<file path="src/rtl/wb_button_initiator.sv">
// Wishbone classic initiator: debounced push-buttons step an 8-bit LED pattern, each press writes it to TARGET_ADR.
// Optional read-back of the written word after every successful write: define WB_INITIATOR_READBACK_EN.
module wb_button_initiator #(
    parameter logic [31:0] TARGET_ADR      = 32'h3000_0000,
    parameter int          DEBOUNCE_CYCLES = 16,
    parameter int          TIMEOUT_CYCLES  = 255
) (
    input  logic        wb_clk_i,
    input  logic        wb_rst_n,
    input  logic [2:0]  buttons,
    output logic        wbm_cyc_o,
    output logic        wbm_stb_o,
    output logic        wbm_we_o,
    output logic [3:0]  wbm_sel_o,
    output logic [31:0] wbm_adr_o,
    output logic [31:0] wbm_dat_o,
    input  logic [31:0] wbm_dat_i,
    input  logic        wbm_ack_i,
    output logic        busy,
    output logic        err,
    output logic [31:0] rd_data,
    output logic [1:0]  dbg_state
);

    // Handshake: a transfer completes on a rising edge where cyc=stb=1 and ack=1; stb is held until then or until timeout.
`ifdef WB_INITIATOR_READBACK_EN
    typedef enum logic [1:0] {IDLE = 2'd0, WR = 2'd1, RD = 2'd2} state_t;
`else
    typedef enum logic [1:0] {IDLE = 2'd0, WR = 2'd1} state_t;
`endif

    localparam logic [15:0] DB_LAST  = 16'(DEBOUNCE_CYCLES - 1);
    localparam logic [15:0] TMO_LAST = 16'(TIMEOUT_CYCLES - 1);

    logic [2:0]  sync1, sync2, level, press, pending, pend_clr;
    logic [15:0] db_cnt [3];

    state_t      state, state_d;
    logic        cyc_d, stb_d, we_d, err_d;
    logic [3:0]  sel_d;
    logic [31:0] adr_d, dat_d;
    logic [7:0]  pat, pat_d, pat_nxt, pat_nxt_d;
    logic [15:0] tmo_cnt, tmo_d;

    always_ff @(posedge wb_clk_i or negedge wb_rst_n) begin
        if (!wb_rst_n) begin
            sync1 <= '0;
            sync2 <= '0;
        end else begin
            sync1 <= buttons;
            sync2 <= sync1;
        end
    end

    // A level flips on the DEBOUNCE_CYCLES-th consecutive differing sample; any agreeing sample restarts the count.
    always_ff @(posedge wb_clk_i or negedge wb_rst_n) begin
        if (!wb_rst_n) begin
            level <= '0;
            for (int i = 0; i < 3; i++) db_cnt[i] <= '0;
        end else begin
            for (int i = 0; i < 3; i++) begin
                if (sync2[i] == level[i]) begin
                    db_cnt[i] <= '0;
                end else if (db_cnt[i] == DB_LAST) begin
                    level[i]  <= sync2[i];
                    db_cnt[i] <= '0;
                end else begin
                    db_cnt[i] <= db_cnt[i] + 16'd1;
                end
            end
        end
    end

    always_comb begin
        press = '0;
        for (int i = 0; i < 3; i++)
            press[i] = sync2[i] & ~level[i] & (db_cnt[i] == DB_LAST);
    end

    always_ff @(posedge wb_clk_i or negedge wb_rst_n) begin
        if (!wb_rst_n) pending <= '0;
        else           pending <= (pending & ~pend_clr) | press;
    end

`ifdef WB_INITIATOR_READBACK_EN
    logic [31:0] rd_q, rd_d;
    assign rd_data = rd_q;
`else
    logic unused_dat_i;
    assign unused_dat_i = ^wbm_dat_i;
    assign rd_data      = '0;
`endif

    always_comb begin
        state_d   = state;
        cyc_d     = 1'b0;
        stb_d     = 1'b0;
        we_d      = 1'b0;
        sel_d     = '0;
        adr_d     = '0;
        dat_d     = '0;
        pat_d     = pat;
        pat_nxt_d = pat_nxt;
        tmo_d     = '0;
        err_d     = err;
        pend_clr  = '0;
`ifdef WB_INITIATOR_READBACK_EN
        rd_d      = rd_q;
`endif
        case (state)
            IDLE: begin
                if (|pending) begin
                    state_d = WR;
                    if (pending[0]) begin
                        pend_clr  = 3'b001;
                        pat_nxt_d = pat + 8'd1;
                    end else if (pending[1]) begin
                        pend_clr  = 3'b010;
                        pat_nxt_d = pat - 8'd1;
                    end else begin
                        pend_clr  = 3'b100;
                        pat_nxt_d = 8'd0;
                    end
                    cyc_d = 1'b1;
                    stb_d = 1'b1;
                    we_d  = 1'b1;
                    sel_d = 4'hF;
                    adr_d = TARGET_ADR;
                    dat_d = {24'h0, pat_nxt_d};
                end
            end
            WR: begin
                if (wbm_ack_i) begin
                    pat_d = pat_nxt;
`ifdef WB_INITIATOR_READBACK_EN
                    // cyc stays up; stb drops for one cycle before the read
                    state_d = RD;
                    cyc_d   = 1'b1;
                    sel_d   = 4'hF;
                    adr_d   = TARGET_ADR;
`else
                    state_d = IDLE;
`endif
                end else if (tmo_cnt == TMO_LAST) begin
                    err_d   = 1'b1;
                    state_d = IDLE;
                end else begin
                    tmo_d = tmo_cnt + 16'd1;
                    cyc_d = 1'b1;
                    stb_d = 1'b1;
                    we_d  = 1'b1;
                    sel_d = 4'hF;
                    adr_d = TARGET_ADR;
                    dat_d = {24'h0, pat_nxt};
                end
            end
`ifdef WB_INITIATOR_READBACK_EN
            RD: begin
                if (!wbm_stb_o) begin
                    cyc_d = 1'b1;
                    stb_d = 1'b1;
                    sel_d = 4'hF;
                    adr_d = TARGET_ADR;
                end else if (wbm_ack_i) begin
                    rd_d    = wbm_dat_i;
                    state_d = IDLE;
                end else if (tmo_cnt == TMO_LAST) begin
                    err_d   = 1'b1;
                    state_d = IDLE;
                end else begin
                    tmo_d = tmo_cnt + 16'd1;
                    cyc_d = 1'b1;
                    stb_d = 1'b1;
                    sel_d = 4'hF;
                    adr_d = TARGET_ADR;
                end
            end
`endif
            default: state_d = IDLE;
        endcase
    end

    always_ff @(posedge wb_clk_i or negedge wb_rst_n) begin
        if (!wb_rst_n) begin
            state     <= IDLE;
            wbm_cyc_o <= 1'b0;
            wbm_stb_o <= 1'b0;
            wbm_we_o  <= 1'b0;
            wbm_sel_o <= '0;
            wbm_adr_o <= '0;
            wbm_dat_o <= '0;
            pat       <= '0;
            pat_nxt   <= '0;
            tmo_cnt   <= '0;
            err       <= 1'b0;
            busy      <= 1'b0;
`ifdef WB_INITIATOR_READBACK_EN
            rd_q      <= '0;
`endif
        end else begin
            state     <= state_d;
            wbm_cyc_o <= cyc_d;
            wbm_stb_o <= stb_d;
            wbm_we_o  <= we_d;
            wbm_sel_o <= sel_d;
            wbm_adr_o <= adr_d;
            wbm_dat_o <= dat_d;
            pat       <= pat_d;
            pat_nxt   <= pat_nxt_d;
            tmo_cnt   <= tmo_d;
            err       <= err_d;
            busy      <= (state_d != IDLE);
`ifdef WB_INITIATOR_READBACK_EN
            rd_q      <= rd_d;
`endif
        end
    end

    assign dbg_state = state;

endmodule
</file>
<file path="config.mk">
export PLATFORM = sky130hd
export DESIGN_NAME = wb_button_initiator
export DESIGN_NICKNAME = d
export VERILOG_FILES = /design/src/rtl/wb_button_initiator.sv
export SDC_FILE = /design/constraint.sdc
export NUM_CORES = 1
export LEC_CHECK = 0
export ABC_AREA = 0
export CAP_MARGIN = 20
export CELL_PAD_IN_SITES_DETAIL_PLACEMENT = 1
export CELL_PAD_IN_SITES_GLOBAL_PLACEMENT = 1
export CORE_MARGIN = 2
export CORE_UTILIZATION = 40
export DETAILED_ROUTE_END_ITERATION = 8
export PLACE_DENSITY = 0.86
export SLEW_MARGIN = 10
export SYNTH_ARGS = -nofsm -noshare
export SYNTH_HDL_FRONTEND = slang
export SYNTH_SLANG_ARGS = --single-unit
</file>
<file path="constraint.sdc">
create_clock -name wb_clk_i -period 4.55 [get_ports wb_clk_i]
set_input_delay 0.6825 -clock wb_clk_i [delete_from_list [all_inputs] [get_ports wb_clk_i]]
set_output_delay 0.6825 -clock wb_clk_i [all_outputs]
set_load 0.005 [all_outputs]
</file>
Word-level counts from Yosys, hierarchy flattened
Index checks and enable logic that the tools add are counted.
Storage, ports and cells
  word-level logic and storage cells: 93
  output and inout port bits: 107
  input port bits: 38
  register bits: 165
  RAM bits: 0
  bits in latches: 0
  bits in read-only memories: 0
  memories kept: 0
Operators by class
  shift-type cells: 0
  magnitude comparators: 0
  equality and inequality tests: 8
  multiplexer cells: 35
  bitwise operators: 16
  divide/modulo/power cells: 0
  add/sub/neg operators: 6
  reduce and logical (&&, ||, !) cells: 9
  multipliers: 0
Operators with widths (number)
  $mux W16: 9
  $mux W30: 3
  $add A16 B1 Y16 const B: 4
  $pmux W30 S2: 1
  $eq A16 B4 Y1 const B: 3
  $mux W8: 5
  $eq A16 B8 Y1 const B: 1
  $pmux W8 S2: 1
  $mux W3: 4
  $mux W4: 3
  $reduce_and A2 Y1: 5
  $add A8 B1 Y8 const B: 1
  $pmux W4 S2: 1
  $sub A8 B1 Y8 const B: 1
  $not A1 Y1: 7
  $and A1 B1 Y1: 6
  $mux W2: 3
  $pmux W2 S2: 1
  $and A3 B3 Y3: 1
  $eq A1 B1 Y1: 3
  $mux W1: 3
  $not A3 Y3: 1
  $or A3 B3 Y3: 1
  $reduce_and A3 Y1: 1
  5 further kinds: 5

Longest topological paths before layout
  depth in word-level cells: 7
  gate-level depth with buffers: 7
  mapped depth without buffers: 7

Worst setup path after synthesis
No wires, ideal clock.
  path kind: reg2reg
  start: register pat[0]
  end: register wbm_dat_o[7]
  path slack: 2.601 ns
  required time: 4.416 ns
  data arrival time: 1.815 ns
  cell stages (with the launch flop): 6
  clock period less this slack: 1.949 ns
  cell sequence: dfrtp_1 -> or4_1 -> or4_1 -> xnor2_1 -> a22oi_1 -> o22ai_2
Between the ends
  word-level cells in the longest chain between the ends: 5
  elaborated cells on any way between the ends: 6
  those cells by class: 2 x add/sub; 4 x mux
Ends and longest elaborated chain
  from (decl): RTL line 42  | logic [7:0] pat, pat_d, pat_nxt, pat_nxt_d;
  from (signal assigned): RTL line 208  | pat <= pat_d;
  $sub A8 B1 Y8: RTL line 119  | pat_nxt_d = pat - 8'd1;
  $mux W8: RTL line 117  | end else if (pending[1]) begin
  $mux W8 (*): RTL line 114  | if (pending[0]) begin
  $mux W8 (*): RTL line 112  | if (|pending) begin
  $pmux W8 S2 (*): RTL line 110  | case (state)
  named net dat_d[7]: RTL line 41  | logic [31:0] adr_d, dat_d;
  to (signal assigned): RTL line 207  | wbm_dat_o <= dat_d;
  to (decl): RTL line 16  | output logic [31:0] wbm_dat_o,
Mark *: on every way through the listed nets, which the timed path passes. The rest lies on a longest branch.
A chain may end at the register's enable or synchronous reset.

Worst setup path after layout
  start: register tmo_cnt[0]
  end: register tmo_cnt[10]
Between the ends
  word-level cells in the longest chain between the ends: 4
  elaborated cells on any way between the ends: 5
  those cells by class: 1 x add/sub; 1 x eq/ne; 3 x mux
Ends and longest elaborated chain
  from (decl): RTL line 43  | logic [15:0] tmo_cnt, tmo_d;
  from (signal assigned): RTL line 210  | tmo_cnt <= tmo_d;
  $add A16 B1 Y16 / $eq A16 B8 Y1 (equally long branches): RTL line 148, 144
  $mux W16 (*): RTL line 144  | end else if (tmo_cnt == TMO_LAST) begin
  $mux W16 (*): RTL line 133  | if (wbm_ack_i) begin
  $mux W16 (*): RTL line 110
  named net tmo_d[10]: RTL line 43
Marks and branches as above.

==> out/summary.txt <==
Initial DRC Count: 115
outcome: completed
final count of pins violating max slew: 0
Hold Crit Endpoint: sync2[0]
worst r2r src: tmo_cnt[0]
Power Density: 293 mW/mm^2
post-layout min period: 2.76 ns
Final nets: 644
ratio of cells with drive above 1 in the final layout: 3.51%
# rows: 43
worst-skew pair later-pin latency: 0.34 ns
P_leak: 2.62 nW
hold path start: sync1[0]
Rel. slew slack: 34.2%
Max VDD drop: 0.232 mV
post-detail-place hpwl: 7480 um
die height: 122 um
setup violators final: 0
Least-Margin Pin Slew: 0.988 ns
Hold-fix buffers, CTS: 0
Detailed Routing Iterations Pass 1: 4
Max Fclk: 362 MHz
WHS Path Cells: 0
clk sinks: 105
ant diodes: 0
first-pass GRT wire length: 18,500 um
most common cell in the synthesized netlist: dfrtp_1
RSZ-0062 raised after global routing: false
register area share after synthesis: 47.3%
post-DR vias/cell: 4.80
crit path DAT: 2.93 ns
grt total ovfl: 0
Async SR Flop Fraction: 100%
largest net degree at the start of global routing: 71
Multi-input gate area: 0.00237 sq mm
CTS tree: built
reg2reg end: tmo_cnt[10]
post-CTS setup buffers: 0
placer congestion estimate: 0.813
path category of the worst min-delay check: reg -> reg
CTS Buf Count: 9
final hold violations: 0
Gate Count Post-Synth: 586
Synth area leaders: dfrtp_1 (47%), buf_4 (13%), nor2_1 (5.6%)
worst r2r path cells: 6
Synth top cells by count: dfrtp_1 (105), buf_4 (97), nor2_1 (83), nand2_1 (40), xor2_1 (31)
input/output buffers: 26
H-tree depth: 3
period utilization: 60.6%
top_reg_cell synth: dfrtp_1
Setup Crit Path Kind: reg -> reg
area overhead of the layout relative to synthesis: 4.89%
syn_area_per_cell: 9.48 sq um
final WL: 10,900 um
Yosys reg bits: 105
CP max FO: 24
Post-synth EDFFs: 0
GRT Util Overall: 15.6%
Clock Pin Slew Worst Setup and Hold Paths: 0.07 ns
vias in the first global route: 3,865
Synth cell types: 42
Final ANT Viol Nets: 0
post-cts sizing count: 0
hold_ws: 0.370 ns
total core area: 0.0137 sq mm
clk_skew: 0.00847 ns
cell taking the most area after synthesis: dfrtp_1
area occupied by registers: 0.00263 sq mm
Wirelength per Cell: 13.9 um
Synth top area share: 47.3%
crit path launch type: flop
I/O Pins: 145
die area: 0.0149 sq mm
post-synthesis cell area: 0.00556 sq mm
initial core utilization: 40.5%
Yosys warnings: 0
vias: 3,742
buffer depth of the longest clock path: 2
initial antenna violation count: 0
MaxCap Viol Count: 0
crit path capture type: flop
fillers: 1,600
Worst Path Required: 4.72 ns
R2R setup slack: 1.79 ns
post-route setup TNS: 0 ns
residual DRC count: 0
Die W: 122 um
Clock Root Buffer: clkbuf_16
-- kinds of logic after synthesis --
group / after synthesis / synth area share, %
flops: 105 / 47.3
fa+ha+maj: 10 / 2.25
compound gates: 56 / 6.10
mux: 3 / 0.585
simple gates: 214 / 18.4
other cells: 1 / 0.0675
buf+inv: 137 / 15.8
xor+xnor: 60 / 9.46
-- power by group --
part	switching [mW]	internal (mW)
clock	0.327	0.365
combinational	0.0513	0.0137
sequential	0.00672	0.943
-- flip-flops by register name, indices dropped and copies added, names as in the netlist --
name and cells:
level 3, busy 1, wbm_dat_o 8, pat 8, pending 3, wbm_sel_o 1, err 1, pat_nxt 8
db_cnt 48, sync2 3, tmo_cnt 16, dbg_state 2, sync1 3
-- cells in the final DEF, fill, tap and decap left out, types with 21 or more instances in the layout --
cell | Yosys | layout
dfrtp_1 | 105 | 105
xnor2_1 | 29 | 29
xor2_1 | 31 | 31
o21ai_0 | 27 | 27
nand3_1 | 21 | 21
inv_1 | 23 | 23
conb_1 | 1 | 87
nor2_1 | 83 | 83
clkdlybuf4s50_1 | 0 | 25
nand2_1 | 40 | 40
-- through the flow --
| step | utilization, % | instances | total power, mW | cell area, sq um | worst slack, ns |
|---|---|---|---|---|---|
| after floorplan | - | 672 | 1.05 | 5880 | 2.60 |
| after global placement | 40.6 | 765 | 1.03 | 5580 | 1.88 |
| after global routing | 42.5 | 779 | 1.77 | 5830 | 1.52 |
| final | 42.5 | 779 | 1.71 | 5830 | 1.79 |
| after CTS | 42.5 | 779 | 1.72 | 5830 | 1.72 |
| after detailed placement | 40.6 | 765 | 1.03 | 5580 | 1.70 |
-- cell type report --
class	instances	share of cell area, %
Clock inverter	3	0.343
Clock buffer	11	3.99
Multi-Input combinational cell	430	40.7
Tap cell	180	3.86
Inverter	23	1.48
Sequential cell	105	45.1
Timing Repair Buffer	27	4.55
-- worst max-delay path, cell delays in order (launching register included) --
cell,delay [ns]
dfrtp_1,0.40
inv_1,0.07
ha_1,0.15
or4b_1,0.45
nor4_1,0.50
nand2b_1,0.84
nor2_1,0.17
-- how the worst max path moves through the flow --
stage	from	depth (start not counted)	end
floorplan	pat[0]	5	wbm_dat_o[7]
global placement	tmo_cnt[0]	6	wbm_dat_o[1]
detailed placement	tmo_cnt[0]	6	wbm_dat_o[1]
CTS	tmo_cnt[0]	6	wbm_dat_o[1]
global route	tmo_cnt[0]	6	wbm_dat_o[4]
finish	tmo_cnt[0]	6	tmo_cnt[10]
-- routing by layer --
| layer | vias up | global-route usage [%] | share of wire [%] |
|---|---|---|---|
| met2 | 68 | 28.6 | 54 |
| met3 | 11 | 3.75 | 3.6 |
| met5 | - | 0 | 0 |
| met1 | 1890 | 18.0 | 41 |
| li1 | 1773 | - | - |
| met4 | 0 | 4.17 | 1.2 |
No activity file was read; power rests on OpenSTA's default activity.
==> RTL change, RTL diff (same flow settings) <==
Add a define of `WB_INITIATOR_READBACK_EN`.
--- a/src/rtl/wb_button_initiator.sv
+++ b/src/rtl/wb_button_initiator.sv
@@ -1,5 +1,7 @@
 // Wishbone classic initiator: debounced push-buttons step an 8-bit LED pattern, each press writes it to TARGET_ADR.
 // Optional read-back of the written word after every successful write: define WB_INITIATOR_READBACK_EN.
+`define WB_INITIATOR_READBACK_EN
+
 module wb_button_initiator #(
     parameter logic [31:0] TARGET_ADR      = 32'h3000_0000,
     parameter int          DEBOUNCE_CYCLES = 16,
Formal check against the unedited RTL: no difference found for any inputs over 10 cycles, from zero or initial values and one cycle with wb_rst_n low; that may be too few to reach the edited logic, so the function may still have changed.
==> RTL change against the unedited design <==
First-iteration DRC count up 43%. Sequential cell count rose by 34. Clock skew is 0.0059 ns higher. Wire length grew 50%. Setup slack better by 0.49 ns. Synthesized cell count up 7.0%. Cell area up 39%. Total power increased by 61%. Synthesized area grew 20%. Largest power group is now clock.
==> RTL change: results (changes against the unedited design) <==
metric;value;unit;change
placed cells;915;;+20%
Leak;3.75;nW;+43%
Post-Syn Instances;627;;+7.0%
vias in the first global route;5215;;+35%
routed vias/inst;5.00;;+4.2%
ys async rst share;100;%;unchanged
Worst Skew;0.0144;ns;+0.00591 ns
Worst Path Max Fanout;5;;-79%
Final HPWL DP;10700;µm;+43%
Initial DRC Count;164;;+43%
worst slack, placed;2.36;ns;+0.655 ns
Yosys cell types;50;;+19%
Final nets;766;;+19%
first-pass GRT wire length;26900;µm;+46%
Biggest register;db_cnt;;
CTS-repair resized insts;0;;unchanged
largest net degree at the start of global routing;106;;+49%
Tot GR Track Use;19.3;%;+3.8 points
total CTS buffers;17;;+8
Synth area leaders;dfrtp_1 (52%), buf_4 (6.9%), mux2_2 (6.6%);;
WP data arrival;2.56;ns;-0.37 ns
initial antenna violation count;0;;unchanged
# Post-CTS Setup Buffers;0;;unchanged
filler instances;1799;;+12%
Max IR drop VDD;0.000279;V;+20%
clock buffer depth;2;;unchanged
hold crit path type;in -> async;;
fin cells;947;;+22%
Skew-Pair Late Insertion Delay;0.43;ns;+0.09 ns
max reg flops;48;;unchanged
clk root buf;clkbuf_16;;
Post-Route WL;16300;µm;+50%
Yosys Warn Count;0;;unchanged
H-tree levels;4;;+1
Detailed Routing Iterations Pass 1;4;;unchanged
Clock transition at path regs;0.06;ns;
outcome;finished, final reports clean;;
Synth top cells by count;dfrtp_1 (139), nor2_1 (78), buf_4 (61), nand2_1 (48), mux2_2 (39);;
I/O Buffers;90;;+250%
Final Wtd Congestion;0.786;;-3.3%
Worst-Margin Slew;0.966;ns;-0.0216 ns
share of layout cells above drive strength 1;11.7;%;+8.2 points
placed cell area;0.00754;mm²;+35%
sequential area share after synthesis;52.1;%;+4.8 points
diodes inserted;0;;unchanged
DRC Markers;0;;unchanged
-- RTL change: cell count changes after synthesis, sizes merged, moves of 5 or more --
| cell | before | now |
|---|---|---|
| buf | 99 | 69 |
| o22ai | 5 | 0 |
| nand2 | 40 | 48 |
| clkbuf | 15 | 9 |
| and4 | 5 | 11 |
| o21ai | 28 | 19 |
| mux2 | 2 | 39 |
| dfrtp | 105 | 139 |
| nor2 | 83 | 78 |
| and3 | 3 | 8 |
| nand4 | 19 | 10 |
-- RTL change: worst paths after layout --
| check | cells after the start | from | slack (ns) | endpoint |
|---|---|---|---|---|
| max | 7 | tmo_cnt[0]$_DFF_PN0_ | 2.29 | busy$_DFF_PN0_ |
| min | 1 | wb_rst_n | 0.33 | rd_data[13]$_DFFE_PN0P_ |
| max reg2reg | 7 | tmo_cnt[0]$_DFF_PN0_ | 2.29 | busy$_DFF_PN0_ |
| min reg2reg | 0 | sync1[2]$_DFF_PN0_ | 0.35 | sync2[2]$_DFF_PN0_ |
| max in group asynchronous | 2 | wb_rst_n | 3.09 | db_cnt[30]$_DFF_PN0_ |
| min in group wb_clk_i | 0 | sync1[2]$_DFF_PN0_ | 0.35 | sync2[2]$_DFF_PN0_ |
-- RTL change: layout make-up --
class | count | area, µm² | share of cell area, %
flip-flops and latches | 139 | 3480 | 42.8
multi-input cells | 442 | 2790 | 34.3
repair buffers | 93 | 925 | 11.4
clock buffers | 24 | 492 | 6.05
well taps | 220 | 275 | 3.39
clock inverters | 8 | 90.1 | 1.11
inverters | 21 | 78.8 | 0.970
-- RTL change: power by group --
part / switching [mW] / internal [mW]
logic: 0.0633 / 0.0485
clock network: 0.516 / 0.859
registers: 0.00901 / 1.25
-- RTL change: per-layer routing --
| metal | GRT usage, % | part of all wire (%) | vias up |
|---|---|---|---|
| met5 | 0 | 0 | - |
| met4 | 8.39 | 2.2 | 0 |
| met3 | 4.83 | 4.4 | 27 |
| met2 | 34.5 | 54 | 116 |
| met1 | 21.9 | 39 | 2414 |
| li1 | - | - | 2182 |
-- RTL change: critical path, cell delays in order, from the launching register on --
cell and delay [ns]:
dfrtp_1 0.41, inv_1 0.07, ha_1 0.14, nor4b_1 0.32
nand4_1 0.34, a31oi_1 0.46, a311oi_1 0.19, o21bai_1 0.21
-- RTL change: logic make-up (layout without fill, tap and decap cells) --
logic type | Yosys count | in the layout | share of synthesized area (%)
xor gates and xnor gates | 62 | 62 | 8.14
DFF | 139 | 139 | 52.1
and+or+nand+nor | 219 | 219 | 16.0
other | 1 | 54 | 0.0562
muxes | 39 | 39 | 6.58
adders and majority gates | 14 | 14 | 2.62
buffers and inverters | 99 | 146 | 9.20
AOI/OAI and AO/OA | 54 | 54 | 5.30
